--- config.mk ---
export PLATFORM = sky130hd
export DESIGN_NAME = seq_shift_add_multiplier
export DESIGN_NICKNAME = d
export VERILOG_FILES = /design/src/rtl/seq_shift_add_multiplier.sv
export SDC_FILE = /design/constraint.sdc
export NUM_CORES = 1
export LEC_CHECK = 0
export ABC_AREA = 0
export CAP_MARGIN = 20
export CORE_MARGIN = 2
export CORE_UTILIZATION = 55
export CTS_CLUSTER_SIZE = 16
export DETAILED_ROUTE_END_ITERATION = 10
export PLACE_DENSITY_LB_ADDON = 0.25
export SLEW_MARGIN = 10
export SYNTH_ARGS = -nofsm -noshare
export SYNTH_HDL_FRONTEND = slang
export SYNTH_SLANG_ARGS = --single-unit
--- constraint.sdc ---
create_clock -name clk -period 5 [get_ports clk]
set_input_delay 1.25 -clock clk [delete_from_list [all_inputs] [get_ports clk]]
set_output_delay 1.25 -clock clk [all_outputs]
set_load 0.005 [all_outputs]
--- src/rtl/seq_shift_add_multiplier.sv ---
// Sequential unsigned N x N shift-add multiplier.
// One AdderNbit accumulates a gated partial product per clock; after N
// steps the 2N-bit accumulator holds A*B and is copied into product.

// Plain N-bit adder with carry in/out; used as the partial-product accumulator.
module AdderNbit #(
    parameter int N = 8
) (
    input  logic [N-1:0] a,
    input  logic [N-1:0] b,
    input  logic         cin,
    output logic [N-1:0] sum,
    output logic         cout
);

    logic [N:0] total;

    assign total = {1'b0, a} + {1'b0, b} + {{N{1'b0}}, cin};
    assign sum   = total[N-1:0];
    assign cout  = total[N];

endmodule

module seq_shift_add_multiplier #(
    parameter int N = 8
) (
    input  logic           clk,
    input  logic           rst_n,
    input  logic           start,
    input  logic [N-1:0]   multiplicand,
    input  logic [N-1:0]   multiplier,
    output logic           busy,
    output logic           done,
    output logic [2*N-1:0] product
);

    localparam int CW = $clog2(N + 1);
    localparam logic [CW-1:0] LAST_STEP = CW'(N - 1);

    typedef enum logic [1:0] {
        IDLE,
        CALC,
        DONE
    } state_t;

    state_t          state;
    logic [2*N-1:0]  acc;
    logic [N-1:0]    mcand;
    logic [CW-1:0]   cnt;

    logic [N-1:0]    addend;
    logic [N-1:0]    sum;
    logic            cout;
    logic [2*N-1:0]  next_acc;

    // Multiplicand is added only when the current low multiplier bit is set.
    assign addend = mcand & {N{acc[0]}};

    AdderNbit #(
        .N(N)
    ) u_adder (
        .a    (acc[2*N-1:N]),
        .b    (addend),
        .cin  (1'b0),
        .sum  (sum),
        .cout (cout)
    );

    // Add result (with carry) becomes the new high half while the low half
    // shifts right, retiring one multiplier bit per step.
    assign next_acc = {cout, sum, acc[N-1:1]};

    // Control FSM and datapath registers; busy/done are registered outputs.
    always_ff @(posedge clk or negedge rst_n) begin
        if (!rst_n) begin
            state   <= IDLE;
            busy    <= 1'b0;
            done    <= 1'b0;
            product <= '0;
            acc     <= '0;
            mcand   <= '0;
            cnt     <= '0;
        end else begin
            case (state)
                IDLE: begin
                    done <= 1'b0;
                    busy <= 1'b0;
                    if (start) begin
                        mcand <= multiplicand;
                        acc   <= {{N{1'b0}}, multiplier};
                        cnt   <= '0;
                        busy  <= 1'b1;
                        state <= CALC;
                    end
                end

                CALC: begin
                    acc <= next_acc;
                    cnt <= cnt + CW'(1);
                    if (cnt == LAST_STEP) begin
                        product <= next_acc;
                        busy    <= 1'b0;
                        done    <= 1'b1;
                        state   <= DONE;
                    end
                end

                DONE: begin
                    done <= 1'b0;
                    if (start) begin
                        mcand <= multiplicand;
                        acc   <= {{N{1'b0}}, multiplier};
                        cnt   <= '0;
                        busy  <= 1'b1;
                        state <= CALC;
                    end else begin
                        busy  <= 1'b0;
                        state <= IDLE;
                    end
                end

                default: begin
                    busy  <= 1'b0;
                    done  <= 1'b0;
                    state <= IDLE;
                end
            endcase
        end
    end

endmodule

==> out/qor.yml, run 1 <==
synth_edf_count: 0
ys_ff_latch: 48
stdcell_count: 269
drt_iter0_drc: 133
dr.pass1.iters: 4
arrival_ps: 2980
drt-total-wl_um: 4390
cts.path.max_buffers: 2
cts_hold_buf: 0
fillers: 256
diodes: 0
leakagePower_nw: 1.26
grt_pass1_wl_um: 7400
io_buffers: 36
synth_cell_types: 35
grt_util_all_layers_pct: 22.1
final_nets: 248
ff2ff_path_depth: 7
worstSkewPairLatency_ps: 300
hold_depth: 1
rsz0062_at_grt: "false"
cts_root_buf: "clkbuf_8"
worst_slew_pin_slew_ps: 969
num_rows: 23
cp-start-kind: "input port"
clk_pin_slew_worst_paths_ps: 80
maxCapViolCount: 0
syn-instance-count: 180
core_mm2: 0.00394
cts_made_buffers: 5
fmax_mhz: 351
p_per_area_mw_per_mm2: 618
pin_count: 37
grt_pass1_vias: 1594
grt_max_degree: 49
peakVddDrop_v: 0.000332
critPathMaxFanout: 27
fp.dieH_um: 67.7
holdCritPathClass: "register to register"
h-tree-depth: 2
cts_tree: "done"
cts-resized-gates: 0
drive_gt1_share_pct: 18.3
post_synth.cell_area_avg_um2: 12.4
synth_area_mm2: 0.00223
fin_skew_ps: 14.0
wire_per_inst_um: 16.3
die_x_um: 67.7
fin_tns_setup_ps: 0
overflow: 0
synth_nets: 209
vias: 1561
post_cts_buffers: 0
synthFlopType: "dfrtp_1"
path_class: "input port to register"
hold_violations: 0
dp_hpwl_um: 3050
die_area_mm2: 0.00459
place_inst: 261
start_util_pct: 56.7
clock-sinks: 48
fin_crit_sh_pct: 57.0
grt_antenna_before_repair: 0
drcViolationCount: 0
period_minus_slack_ps: 2850
ys_warn_count: 0
critPathRequiredTime_ps: 5130
max-slew-margin-rel_pct: 35.3
drtAntennaViolNets: 0
end_kind: "register"
status: "finished clean"
ys_async_sr_fraction_pct: 100
drv_slew: 0
area_growth_pct: 22.9
viasPerCell: 5.80
routabilityCongestion: 0.836
setup_viol: 0
synth-seq-area-share_pct: 53.8
-- logic make-up after synthesis --
logic type | after synthesis | synth area share (%)
muxes | 30 | 14.8
adders and majority gates | 10 | 5.94
AOI/OAI and AO/OA | 41 | 13.0
xor gates and xnor gates | 4 | 1.57
DFF | 48 | 53.8
and+or+nand+nor | 37 | 8.74
buffers and inverters | 10 | 2.18
-- final cells by class --
type                    instances  area, um2  share of cell area (%)
repair buffers                 39        390                    14.2
well taps                      50       62.6                    2.28
inverters                       3       11.3                   0.410
multi-input cells             122        985                    35.9
clock buffers                   7       96.3                    3.51
flip-flops and latches         48       1200                    43.7
-- cell usage in the layout, fill, tap and decap left out, drive strengths merged, types with 4 or more instances in the layout --
master         count
ha                 9
clkbuf             7
and2               8
clkdlybuf4s50     35
a22o               6
mux2i              9
mux2              21
dfrtp             48
nand2             14
o21ai             16
buf                4
a21oi              6
-- cells in the mapped netlist, types with 2 or more instances --
cell type / count / area [um2]
dfrtp_1: 48 / 1200
nor2_1: 2 / 7.51
or3_1: 2 / 12.5
xnor2_1: 2 / 17.5
and2_1: 8 / 50.1
a21oi_1: 6 / 30.0
o21ai_0: 16 / 80.1
buf_2: 6 / 30.0
nand3b_1: 2 / 15.0
inv_1: 3 / 11.3
ha_1: 9 / 113
mux2i_1: 9 / 90.1
nor2b_1: 3 / 18.8
a21o_1: 3 / 22.5
xor2_1: 2 / 17.5
nand2_1: 14 / 52.6
a32o_1: 2 / 20.0
mux2_2: 20 / 225
a22o_1: 5 / 43.8
a31o_2: 3 / 26.3
-- where the power goes --
| group | switching [mW] | total, mW | internal, mW |
|---|---|---|---|
| Sequential | 0.125 | 0.687 | 0.563 |
| Combinational | 0.345 | 0.764 | 0.419 |
| Clock | 0.121 | 0.245 | 0.123 |
| Total | 0.591 | 1.70 | 1.10 |
-- metal layers --
metal	routed length (um)	track usage, %	part of all wire (%)	up-vias
met3	234	5.50	5.3	6
li1	-	-	-	727
met2	2210	37.1	50	54
met4	48	6.12	1.1	0
met1	1900	28.3	43	774
met5	0	0	0	-
-- flip-flops by register name, indices dropped and copies added, names as in the netlist --
signal,count
acc,16
busy,1
cnt,4
done,1
mcand,8
product,16
state,2
-- final timing paths --
path	from	to	slack, ps
min reg2reg	mcand[4]	mcand[4]	510
min	mcand[4]	mcand[4]	510
max reg2reg	acc[0]	product[13]	2720
max in group asynchronous	rst_n	product[8]	3680
min in group asynchronous	rst_n	busy	810
max	start	acc[6]	2150
-- worst max-delay path, cell delays in order --
cell and delay, ps:
clkdlybuf4s50_1 390, nor2b_1 120, buf_4 210, nor2_2 770, o21ai_0 230
-- stage by stage --
step	util, %	area, um2	power (mW)	worst slack (ps)	hold WS [ps]
final	69.7	2750	1.70	2150	510
after global placement	66.7	2630	1.40	1910	468
after floorplan	-	2230	1.18	2850	449
after CTS	69.2	2730	1.70	2140	497
after detailed placement	66.7	2630	1.45	1810	485
after global routing	69.7	2750	1.83	1940	518
Note: power is estimated with default switching activity, not from simulation.
==> inputs of run 2 (changes only) <==
CORE_UTILIZATION = 52   (was 55)
clock period = 2.7 ns   (was 5 ns; I/O delays follow)
==> run 2 against run 1 <==
Net effect:
- clock power up 78%
- largest power group unchanged
- cell count up 1.5%
- setup slack worse by 1700 ps
- critical path depth up 2
- via count down 0.64%
- register-to-register slack worse by 2300 ps
- flip-flop and latch count unchanged
- global-route usage down 1.9 points
- first-iteration DRC count down 17%
- non-clock buffer count up 3
==> out/qor.yml, run 2 (synthesized netlist as in run 1, its figures left out) <==
status: "finished clean"
vias: 1551
cp_slowest_cell: "dfrtp_1"
arrival_ps: 2480
rsz0062_at_grt: "false"
path_cells: "and2_1 -> ha_1 -> fa_1 -> a21o_1 -> a221oi_4 -> xnor2_1 -> mux2_4"
switching_power_mw: 1.08
maxCapViolCount: 0
switching_share_pct: 34.7
grt_pass1_wl_um: 7670
period_minus_slack_ps: 2290
fin_util_pct: 68.1
drcViolationCount: 0
finish.instance_area_mm2: 0.00276
die_x_um: 69.6
setup_viol: 0
fmax_mhz: 436
layout_common_cells: "dfrtp_1 (48), clkdlybuf4s50_1 (35), mux2_2 (20)"
largestRegisters: "acc (16), product (16), mcand (8)"
routabilityCongestion: 0.847
critPathMaxFanout: 9
dp_hpwl_um: 3100
grt_antenna_before_repair: 0
drt-total-wl_um: 4310
diodes: 0
viasPerCell: 5.68
peakVddDrop_v: 0.000600
io_buffers: 36
grt_pass1_vias: 1601
num_rows: 23
hold_violations: 0
post_cts_buffers: 0
crit_path_max_incr_delay_ps: 480
fp.dieH_um: 69.6
p_comb_share_pct: 45.0
dp_slack_ps: 283
end_kind: "register"
overflow: 0
cts_tree: "done"
critPathRequiredTime_ps: 2890
final_common_cell: "dfrtp_1"
cts.path.max_buffers: 2
clock-sinks: 48
leakagePower_nw: 1.27
core_mm2: 0.00406
die_area_mm2: 0.00484
cts_root_buf: "clkbuf_8"
pin_count: 37
h-tree-depth: 2
path_class: "register to register"
p_seq_share_pct: 41.0
cp-start-kind: "register"
clk_pin_slew_worst_paths_ps: 90
start_util_pct: 55.1
drtAntennaViolNets: 0
dr.pass1.iters: 4
drt_iter0_drc: 110
fin_skew_ps: 9.59
cts-resized-gates: 0
drive_gt1_share_pct: 18.8
area_growth_pct: 23.6
final_nets: 251
p_int_mw: 2.03
max-slew-margin-rel_pct: 36.6
grt_util_all_layers_pct: 20.2
drv_slew: 0
wire_per_inst_um: 15.8
fin_tns_setup_ps: 0
grt_max_degree: 49
cts_made_buffers: 5
dpl-instance-area_mm2: 0.00265
fin_ws_ps: 406
cts_hold_buf: 0
worst_slew_pin_slew_ps: 950
worstSkewPairLatency_ps: 300
holdCritPathClass: "input port to asynchronous set/reset pin"
fillers: 310
p_per_area_mw_per_mm2: 1120
p_clk_share_pct: 14.0
fin_crit_sh_pct: 85.0
==> run 2: cell types whose count changed in the layout (fill, tap and decap cells not counted) <==
cell	previous run	this run
clkbuf_8	7	6
buf_4	2	5
clkbuf_1	0	2
==> run 2: worst paths after layout <==
kind | startpoint | endpoint | slack, ps | depth (start not counted)
hold reg to reg | cnt[3] | cnt[3] | 490 | 1
min in group clk | cnt[3] | cnt[3] | 490 | 1
setup / recovery | acc[0] | product[13] | 410 | 7
hold / removal | rst_n | busy | 250 | 1
max in group asynchronous | rst_n | product[7] | 1880 | 3
setup reg to reg | acc[0] | product[13] | 410 | 7
==> run 2: critical path: cells and delay by family (launching register included) <==
family | cells | cell delay, ps
adder cells (fa/ha/maj) | 2 | 630
XOR/XNOR | 1 | 130
AO/OA/AOI/OAI | 2 | 510
AND/OR/NAND/NOR | 1 | 180
flip-flops | 1 | 480
multiplexers | 1 | 260
==> run 2: routing by layer <==
metal  up-vias  GRT usage, %  share of wire [%]
li1        737             -                  -
met1       767          27.2                 46
met2        38          32.1                 49
met3         9          4.07                3.7
met4         0          8.06                1.9
met5         -             0                  0
==> run 2: power by group through the flow <==
stage                     registers (mW)  clock network (mW)  logic (mW)
after floorplan                     1.21                   0       0.972
after global placement              1.27                   0        1.34
after detailed placement            1.28                   0        1.40
after CTS                           1.28               0.446        1.41
after global routing                1.32               0.482        1.57
final                               1.27               0.435        1.40
==> run 2: stage by stage <==
step	power, mW	cells	hold slack (ps)
floorplan	2.18	180	379
global placement	2.61	264	471
detailed placement	2.69	264	482
CTS	3.13	272	495
global route	3.37	273	258
finish	3.10	273	250
==> run 2: final cells by class <==
type | instances | area (um2) | share of cell area, %
tap | 50 | 62.6 | 2.26
clock buffer | 8 | 90.1 | 3.26
inverter | 3 | 11.3 | 0.408
sequential | 48 | 1200 | 43.5
timing repair buffer | 42 | 413 | 14.9
multi-input combinational | 122 | 985 | 35.6
